**config.mk**
```make
export PLATFORM = sky130hd
export DESIGN_NAME = mmio_status_bridge
export DESIGN_NICKNAME = d
export VERILOG_FILES = /design/src/rtl/mmio_bridge_pkg.sv /design/src/rtl/mmio_cmd_fifo.sv /design/src/rtl/mmio_status_bridge.sv
export SDC_FILE = /design/constraint.sdc
export NUM_CORES = 1
export LEC_CHECK = 0
export BUFFER_PORTS_ARGS = -buffer_cell sky130_fd_sc_hd__buf_4
export CORE_ASPECT_RATIO = 1.4
export CORE_MARGIN = 2
export CORE_UTILIZATION = 35
export CTS_CLUSTER_DIAMETER = 40
export CTS_CLUSTER_SIZE = 16
export DETAILED_ROUTE_END_ITERATION = 8
export GPL_TIMING_DRIVEN = 1
export PLACE_DENSITY = 0.5
export SKIP_CTS_REPAIR_TIMING = 1
export SYNTH_ARGS = -nofsm -noshare
export SYNTH_HDL_FRONTEND = slang
export SYNTH_HIERARCHICAL = 1
export SYNTH_SLANG_ARGS = --single-unit
```
**constraint.sdc**
```tcl
create_clock -name clk -period 5.2 [get_ports clk]
set_input_delay 1.3 -clock clk [delete_from_list [all_inputs] [get_ports clk]]
set_output_delay 1.3 -clock clk [all_outputs]
set_load 0.02 [all_outputs]
```
**src/rtl/mmio_bridge_pkg.sv**
```systemverilog
// Shared types and sizes for the host MMIO status bridge.
package mmio_bridge_pkg;

  typedef enum logic [1:0] {
    OP_PUSH  = 2'b00,
    OP_PROBE = 2'b01,
    OP_PAGE  = 2'b10,
    OP_CLEAR = 2'b11
  } mmio_op_e;

  localparam int unsigned PAGE_W    = 29;
  localparam int unsigned CMD_W     = 30;
  localparam int unsigned MAX_PAGES = 4;
  localparam int unsigned STICKY_W  = PAGE_W * MAX_PAGES;

  typedef struct packed {
    logic              overflow;
    logic [1:0]        page;
    logic [PAGE_W-1:0] sticky;
  } status_word_t;

endpackage

```
**src/rtl/mmio_cmd_fifo.sv**
```systemverilog
// Synchronous show-ahead FIFO; a push into a full FIFO is accepted only alongside a pop.
module mmio_cmd_fifo #(
  parameter int unsigned DEPTH = 16,
  parameter int unsigned WIDTH = 30
) (
  input  logic                    clk,
  input  logic                    rst,
  input  logic                    push,
  input  logic [WIDTH-1:0]        push_data,
  input  logic                    pop,
  output logic [WIDTH-1:0]        head,
  output logic                    empty,
  output logic [$clog2(DEPTH):0]  level,
  output logic                    drop_c
);

  localparam int unsigned PTR_W = $clog2(DEPTH);
  localparam int unsigned LVL_W = PTR_W + 1;

  logic [WIDTH-1:0] mem [DEPTH];
  logic [PTR_W-1:0] wr_ptr;
  logic [PTR_W-1:0] rd_ptr;
  logic             full;
  logic             do_push;
  logic             do_pop;

  assign empty   = (level == '0);
  assign full    = (level == LVL_W'(DEPTH));
  assign do_pop  = pop && !empty;
  assign do_push = push && (!full || do_pop);
  assign drop_c  = push && full && !do_pop;
  // Head reads zero while empty so the consumer never sees stale data.
  assign head    = empty ? '0 : mem[rd_ptr];

  always_ff @(posedge clk or posedge rst) begin
    if (rst) begin
      wr_ptr <= '0;
      rd_ptr <= '0;
      level  <= '0;
    end else begin
      if (do_push) wr_ptr <= wr_ptr + PTR_W'(1);
      if (do_pop)  rd_ptr <= rd_ptr + PTR_W'(1);
      case ({do_push, do_pop})
        2'b10:   level <= level + LVL_W'(1);
        2'b01:   level <= level - LVL_W'(1);
        default: level <= level;
      endcase
    end
  end

  always_ff @(posedge clk) begin
    if (do_push) mem[wr_ptr] <= push_data;
  end

endmodule

```
**src/rtl/mmio_status_bridge.sv**
```systemverilog
// Host MMIO front-end: command FIFO, paged sticky done status, change-triggered notify.
// Optional PROBE status snapshot enabled by `define MMIO_STATUS_BRIDGE_PROBE_EN.
module mmio_status_bridge
  import mmio_bridge_pkg::*;
#(
  parameter int unsigned FIFO_DEPTH = 16,
  parameter int unsigned NUM_DONE   = 32
) (
  input  logic                         clk,
  input  logic                         rst,
  input  logic [31:0]                  h2f_pio32,
  input  logic                         h2f_write,
  output logic [31:0]                  f2h_pio32,
  output logic                         f2h_write,
  output logic [CMD_W-1:0]             cmd_data,
  output logic                         cmd_valid,
  input  logic                         cmd_ready,
  input  logic [NUM_DONE-1:0]          done_in,
  output logic [$clog2(FIFO_DEPTH):0]  fifo_level
);

  mmio_op_e          op;
  logic [CMD_W-1:0]  payload;
  logic              fifo_empty;
  logic              fifo_drop;

  logic [NUM_DONE-1:0] sticky;
  logic [NUM_DONE-1:0] sticky_next;
  logic [NUM_DONE-1:0] clear_mask;
  logic [STICKY_W-1:0] sticky_wide;
  logic [1:0]          page;
  logic [1:0]          page_next;
  logic                overflow;
  logic                overflow_next;
  status_word_t        normal_word;
  logic [31:0]         word_next;

  assign op        = mmio_op_e'(h2f_pio32[31:30]);
  assign payload   = h2f_pio32[29:0];
  assign cmd_valid = !fifo_empty;

  mmio_cmd_fifo #(
    .DEPTH (FIFO_DEPTH),
    .WIDTH (CMD_W)
  ) u_fifo (
    .clk       (clk),
    .rst       (rst),
    .push      (h2f_write && (op == OP_PUSH)),
    .push_data (payload),
    .pop       (cmd_ready),
    .head      (cmd_data),
    .empty     (fifo_empty),
    .level     (fifo_level),
    .drop_c    (fifo_drop)
  );

  // Next-state of sticky bits, page, overflow and the normal status word.
  always_comb begin
    clear_mask    = '0;
    page_next     = page;
    overflow_next = overflow;
    if (h2f_write && (op == OP_CLEAR)) begin
      clear_mask = NUM_DONE'(STICKY_W'(payload[PAGE_W-1:0]) << (32'(page) * PAGE_W));
      if (payload[29]) overflow_next = 1'b0;
    end
    if (h2f_write && (op == OP_PAGE)) page_next = payload[1:0];
    if (fifo_drop) overflow_next = 1'b1;
    // Set after clear so a same-cycle done pulse wins.
    sticky_next          = (sticky & ~clear_mask) | done_in;
    sticky_wide          = STICKY_W'(sticky_next);
    normal_word.overflow = overflow_next;
    normal_word.page     = page_next;
    normal_word.sticky   = sticky_wide[32'(page_next) * PAGE_W +: PAGE_W];
  end

`ifdef MMIO_STATUS_BRIDGE_PROBE_EN
  typedef enum logic {ST_NORMAL, ST_PROBE} state_e;

  state_e      state;
  state_e      state_next;
  logic        probe_cmd;
  logic [31:0] probe_word;

  assign probe_cmd  = h2f_write && (op == OP_PROBE);
  assign probe_word = {1'b1, 7'h0, 8'(FIFO_DEPTH - 1), 7'h0, 9'(fifo_level)};

  always_ff @(posedge clk or posedge rst) begin
    if (rst) state <= ST_NORMAL;
    else     state <= state_next;
  end

  // A PROBE while already probing re-arms for one more cycle.
  always_comb begin
    state_next = ST_NORMAL;
    word_next  = normal_word;
    case (state)
      ST_NORMAL: if (probe_cmd) state_next = ST_PROBE;
      ST_PROBE:  if (probe_cmd) state_next = ST_PROBE;
      default:   state_next = ST_NORMAL;
    endcase
    if (state_next == ST_PROBE) word_next = probe_word;
  end
`else
  assign word_next = normal_word;
`endif

  always_ff @(posedge clk or posedge rst) begin
    if (rst) begin
      sticky    <= '0;
      page      <= '0;
      overflow  <= 1'b0;
      f2h_pio32 <= '0;
      f2h_write <= 1'b0;
    end else begin
      sticky    <= sticky_next;
      page      <= page_next;
      overflow  <= overflow_next;
      f2h_pio32 <= word_next;
      f2h_write <= (word_next != f2h_pio32);
    end
  end

endmodule

```
==> impl_metrics.tcl, run 1 <==
set metrics [dict create \
    status "complete, no violations" \
    critPathKind "reg -> out" \
    cp-start-kind "flip-flop" \
    n_antenna_cell 0 \
    port-buffer-count 136 \
    stdcell_count 2192 \
    post_drt_wl_per_cell_um 26.0 \
    path_clk_slew_ns 0.06 \
    hold_class "reg -> reg" \
    die_w_um 217 \
    die_y_um 303 \
    globalRouteOverflowTotal 0 \
    drt_iter0_drc 840 \
    io_pins 137 \
    cts.sinks 558 \
    min_period_ns 4.47 \
    root_buffer "clkbuf_16" \
    maxCapViolCount 0 \
    slew_viol_final 0 \
    setup_tns_ns 0 \
    critical_path_buf_inv_count 2 \
    grt_usage 0.176 \
    grt_pass1_wl_um 83900 \
    initial_utilization 0.353 \
    ys_warn_count 6 \
    drc 0 \
    core_mm2 0.0631 \
    worst_path_most_repeated_cell "buf_4" \
    yosysUniqueCellTypes 56 \
    critical_path.endpoint_type "output pin" \
    fin_crit_sh 0.860 \
    final_hold_viol_count 0 \
    drive_above_1_share 0.333 \
    fin_hold_ws_ns 0.492 \
    antenna_found_initial 0 \
    drt-total-wl_um 57000 \
    cpPeakStageDelay_ns 0.66 \
    synthArstFlopShare 0.140 \
    first_pass_iters 5 \
    slowest_stage "or4_4" \
    critPathRequiredTime_ns 3.90 \
    seq_area_frac_synth 0.734 \
    cts_tree "yes" \
    synth_area_mm2 0.0223 \
    htree_levels 2 \
    place_congestion 0.747 \
    final_area_mm2 0.0265 \
    grt_pass1_vias 12200 \
    p_per_area_mw_per_mm2 519 \
    rows 109 \
    vias_per_cell 5.26 \
    finalNetCount 1391 \
    tightestPinTransition_ns 0.811 \
    synth_edf_count 480 \
    rsz0062_at_grt "false" \
    cp_max_fo 11 \
    setup_violations 0 \
    path_cells "or4_4, o211a_1, buf_4, a221o_1, buf_4" \
    ant_nets 0 \
    p_leak_nw 8.80 \
    finClkSkew_ns 0.0251 \
    syn_area_per_cell_um2 19.6 \
    cts_inserted_buffers 55 \
    max_freq_ghz 0.224 \
    dieArea_mm2 0.0658 \
    area_growth_pct 18.8 \
    synth_fp_nets 1213 \
    path_delay_family "compound AO/OA/AOI/OAI gates" \
    clkLatencyLatePin_ns 0.59 \
    dp_cells 2091 \
    maxSlewHeadroom 0.459 \
    pre_cts_ws_ns 1.23 \
    synthFlopType "edfxtp_1" \
    placedInstanceArea_mm2 0.0245 \
    vdd_ir_drop_max_mv 0.286 \
    synth-seq-cells 558 \
    fin_ws_ns 0.727 \
    cts_buffer_depth 3 \
    vias 11500 \
    grt_max_degree 57 \
    worstPathArrival_ns 3.17 \
    synthCells 1138 \
    dpl.hpwl_um 35200 \
]
==> worst reg2reg max path, cell delays in order (launching register included) <==
cell and delay, ns:
dfrtp_1 0.47, or4_4 0.66, o21ai_1 0.58, nor3b_1 0.20
and2_2 0.52, buf_4 0.34
==> cells in the mapped netlist (12+ instances only) <==
| cell | instances | area, um^2 |
|---|---|---|
| mux4_2 | 120 | 2700 |
| o32a_1 | 19 | 190 |
| mux2_2 | 31 | 349 |
| inv_1 | 27 | 101 |
| nand2b_1 | 35 | 219 |
| nor3_1 | 12 | 60.1 |
| xnor2_1 | 15 | 131 |
| clkbuf_1 | 15 | 56.3 |
| edfxtp_1 | 480 | 14400 |
| buf_2 | 25 | 125 |
| o21ai_0 | 12 | 60.1 |
| dfrtp_1 | 78 | 1950 |
| nor2_1 | 34 | 128 |
| nor2b_1 | 31 | 194 |
| and2_1 | 20 | 125 |
| a221o_1 | 29 | 290 |
==> kinds of logic after synthesis <==
logic type / Yosys count / share of synthesized area
mux: 159 / 0.141
compound gates: 116 / 0.0441
fa+ha+maj: 7 / 0.00393
buf+inv: 84 / 0.0182
simple gates: 189 / 0.0494
flops: 558 / 0.734
xor+xnor: 25 / 0.00982
==> worst paths after layout <==
kind	startpoint	endpoint	slack, ns	depth (start not counted)
max	u_fifo/level[1]$_DFFE_PP0P_	cmd_data[14]	0.73	5
min	sticky[2]$_DFF_PP0_	sticky[2]$_DFF_PP0_	0.49	2
max reg2reg	u_fifo/level[1]$_DFFE_PP0P_	u_fifo/mem[10][15]$_DFFE_PP_	2.17	5
min reg2reg	sticky[2]$_DFF_PP0_	sticky[2]$_DFF_PP0_	0.49	2
max in group asynchronous	rst	f2h_pio32[8]$_DFF_PP0_	3.41	3
min in group asynchronous	rst	u_fifo/rd_ptr[0]$_DFFE_PP0N_	0.78	2
==> cell type report <==
type	instances	area, um^2
sequential	558	16400
fill	5573	36600
timing repair buffer	178	1410
multi-input combinational	496	5610
clock buffer	62	1450
inverter	27	101
tap	832	1040
clock inverter	39	514
==> sequential cells by signal, summed over array words and instances, names as in the netlist <==
register / cells
f2h_write: 1
sticky: 32
u_fifo/level: 5
page: 1
f2h_pio32: 31
u_fifo/wr_ptr: 4
u_fifo/mem: 480
u_fifo/rd_ptr: 4
==> power by group <==
part | switching [W] | internal, W | leakage (nW)
registers | 0.000275 | 0.00507 | 5.17
clock network | 0.00182 | 0.00246 | 0.949
logic | 0.00216 | 0.00197 | 2.69
==> metrics by stage <==
stage | total power [W] | util
finish | 0.0138 | 0.420
global placement | 0.00968 | 0.389
detailed placement | 0.00969 | 0.389
CTS | 0.0140 | 0.420
global route | 0.0144 | 0.420
floorplan | 0.00811 | -
==> cells in the final DEF, fill, tap and decap left out, types with 11 or more instances in the layout <==
cell type / netlist / layout
o21ai_0: 12 / 12
mux4_2: 120 / 120
o32a_1: 19 / 19
nor2b_1: 31 / 31
mux2_2: 31 / 31
dfrtp_1: 78 / 75
xnor2_1: 15 / 15
and2_1: 20 / 16
a221o_1: 29 / 29
nand2b_1: 35 / 35
buf_4: 2 / 172
clkbuf_16: 0 / 57
edfxtp_1: 480 / 480
nor3_1: 12 / 12
nor2_1: 34 / 29
inv_6: 0 / 11
inv_1: 27 / 26
==> layer usage <==
| layer | vias to the layer above | GRT usage | part of all wire |
|---|---|---|---|
| met2 | 293 | 0.311 | 0.52 |
| li1 | 4991 | - | - |
| met3 | 72 | 0.0286 | 0.047 |
| met4 | 0 | 0.0442 | 0.020 |
| met5 | - | 0 | 0 |
| met1 | 6183 | 0.224 | 0.42 |
No activity file was read; power rests on OpenSTA's default activity.
==> run 2, diff against run 1 <==
- BUFFER_PORTS_ARGS: -buffer_cell sky130_fd_sc_hd__buf_4 -> not set
- DONT_BUFFER_PORTS: not set -> 1
- PLACE_DENSITY: 0.5 -> 0.48
==> impl_metrics.tcl, run 2 (same netlist as run 1, synthesis figures left out) <==
set metrics [dict create \
    die_w_um 217 \
    cp-start-kind "flip-flop" \
    path_delay_family "simple AND/OR/NAND/NOR gates" \
    critical_path.endpoint_type "output pin" \
    vias_per_cell 5.32 \
    wl_met2_um 29800 \
    tightestPinTransition_ns 1.10 \
    vdd_ir_drop_max_mv 0.326 \
    cts.sinks 558 \
    core_mm2 0.0631 \
    vias 11100 \
    drt-total-wl_um 57200 \
    worst_hold_path.num_cells 2 \
    crit_end "cmd_data[10]" \
    grt_max_degree 45 \
    cpPeakStageDelay_ns 0.71 \
    startpoint "u_fifo/level[0]$_DFFE_PP0P_" \
    io_pins 137 \
    met3_length_um 3160 \
    wl_met1_um 22800 \
    post_drt_wl_per_cell_um 27.4 \
    p_leak_nw 8.41 \
    die_y_um 303 \
    finClkSkew_ns 0.0197 \
    seqCellArea_mm2 0.0164 \
    ff2ff_setup_slack_ns 2.06 \
    final_hold_viol_count 0 \
    cts_inserted_buffers 78 \
    min_period_ns 4.37 \
    maxCapViolCount 0 \
    placedInstanceArea_mm2 0.0235 \
    layout_common_cells "edfxtp_1, mux4_2, clkbuf_16" \
    fin_crit_sh 0.841 \
    path_depth 5 \
    cts_tree "yes" \
    regMostFlops "u_fifo/mem" \
    grt_usage 0.178 \
    grt_pass1_vias 12100 \
    ant_nets 0 \
    status "complete, no violations" \
    initial_utilization 0.353 \
    globalRouteOverflowTotal 0 \
    rsz0062_at_grt "false" \
    maxSlewHeadroom 0.265 \
    antenna_found_initial 2 \
    htree_levels 3 \
    final_common_cell "edfxtp_1" \
    drt_iter0_drc 640 \
    fin_hold_ws_ns 0.486 \
    place_congestion 0.728 \
    fin_ws_ns 0.826 \
    worstPathArrival_ns 3.07 \
    r2r-start "u_fifo/level[0]$_DFFE_PP0P_" \
    hold_class "reg -> reg" \
    fillers 5566 \
    rows 109 \
    area_growth_pct 17.0 \
    setup_violations 0 \
    final_area_mm2 0.0261 \
    critPathKind "reg -> out" \
    largest_reg_flops 480 \
    multiInputGateArea_mm2 0.00561 \
    root_buffer "clkbuf_16" \
    grt_pass1_wl_um 83300 \
    p_per_area_mw_per_mm2 544 \
    max_freq_ghz 0.229 \
    slowest_stage "or4_4" \
    dieArea_mm2 0.0658 \
    worstRegToRegCells 5 \
    cp_max_fo 30 \
    first_pass_iters 6 \
    top_layer_used "met4" \
    dpl.hpwl_um 34200 \
    largestRegisters "u_fifo/mem (480), sticky (32), f2h_pio32 (31)" \
    pre_cts_ws_ns 1.37 \
    critical_path_buf_inv_count 1 \
    port-buffer-count 0 \
    critPathRequiredTime_ns 3.90 \
    clkLatencyLatePin_ns 0.62 \
    reg2reg_to "u_fifo/mem[11][18]$_DFFE_PP_" \
    path_clk_slew_ns 0.06 \
    drive_above_1_share 0.277 \
    drc 0 \
    path_cells "or4_4, o21ai_4, buf_4, nor2b_1, a221o_1" \
    finalNetCount 1270 \
    cts_buffer_depth 3 \
    slew_viol_final 0 \
]
[run 2: cell types whose count changed in the layout (fill, tap and decap cells not counted), sizes merged, moves of 2 or more]
| cell | before | now |
|---|---|---|
| buf | 178 | 34 |
| bufinv | 8 | 6 |
| clkbuf | 62 | 84 |
| clkinv | 13 | 23 |
| clkinvlp | 4 | 11 |
| inv | 41 | 46 |
[run 2: power by group]
part	internal (W)	switching, W
registers	0.00507	0.000428
logic	0.00155	0.00184
clock network	0.00317	0.00213
[run 2: worst min path at each step]
stage / to / slack [ns] / start
final: sticky[2]$_DFF_PP0_ / 0.49 / sticky[2]$_DFF_PP0_
after global routing: sticky[26]$_DFF_PP0_ / 0.51 / sticky[26]$_DFF_PP0_
after CTS: sticky[2]$_DFF_PP0_ / 0.49 / sticky[2]$_DFF_PP0_
after detailed placement: sticky[2]$_DFF_PP0_ / 0.48 / sticky[2]$_DFF_PP0_
after global placement: sticky[2]$_DFF_PP0_ / 0.47 / sticky[2]$_DFF_PP0_
after floorplan: sticky[2]$_DFF_PP0_ / 0.45 / sticky[2]$_DFF_PP0_
[run 2: layer usage]
metal | global-route usage | up-vias
met1 | 0.215 | 5965
met5 | 0 | -
met4 | 0.0598 | 0
met3 | 0.0439 | 94
li1 | - | 4788
met2 | 0.313 | 278
[run 2: stage by stage]
step                      power [W]  utilization  std cells  setup TNS, ns
after CTS                    0.0144        0.413       2090              0
after global placement      0.00907        0.372       1947              0
final                        0.0142        0.413       2091              0
after detailed placement    0.00909        0.372       1947              0
after floorplan             0.00811            -       1138         -37.10
after global routing         0.0148        0.413       2091              0
[run 2: cell type report]
type,instances,share of cell area
Antenna cell,1,0.0000959
Inverter,27,0.00388
Multi-Input combinational cell,496,0.215
Tap cell,832,0.0399
Timing Repair Buffer,34,0.0131
Clock buffer,84,0.0765
Sequential cell,558,0.627
Clock inverter,59,0.0242
[run 2: worst min-delay path, delay by kind of cell, from the launching register on]
kind             cells  cell delay [ns]
AND/OR/NAND/NOR      2             0.12
flip-flops           1             0.32
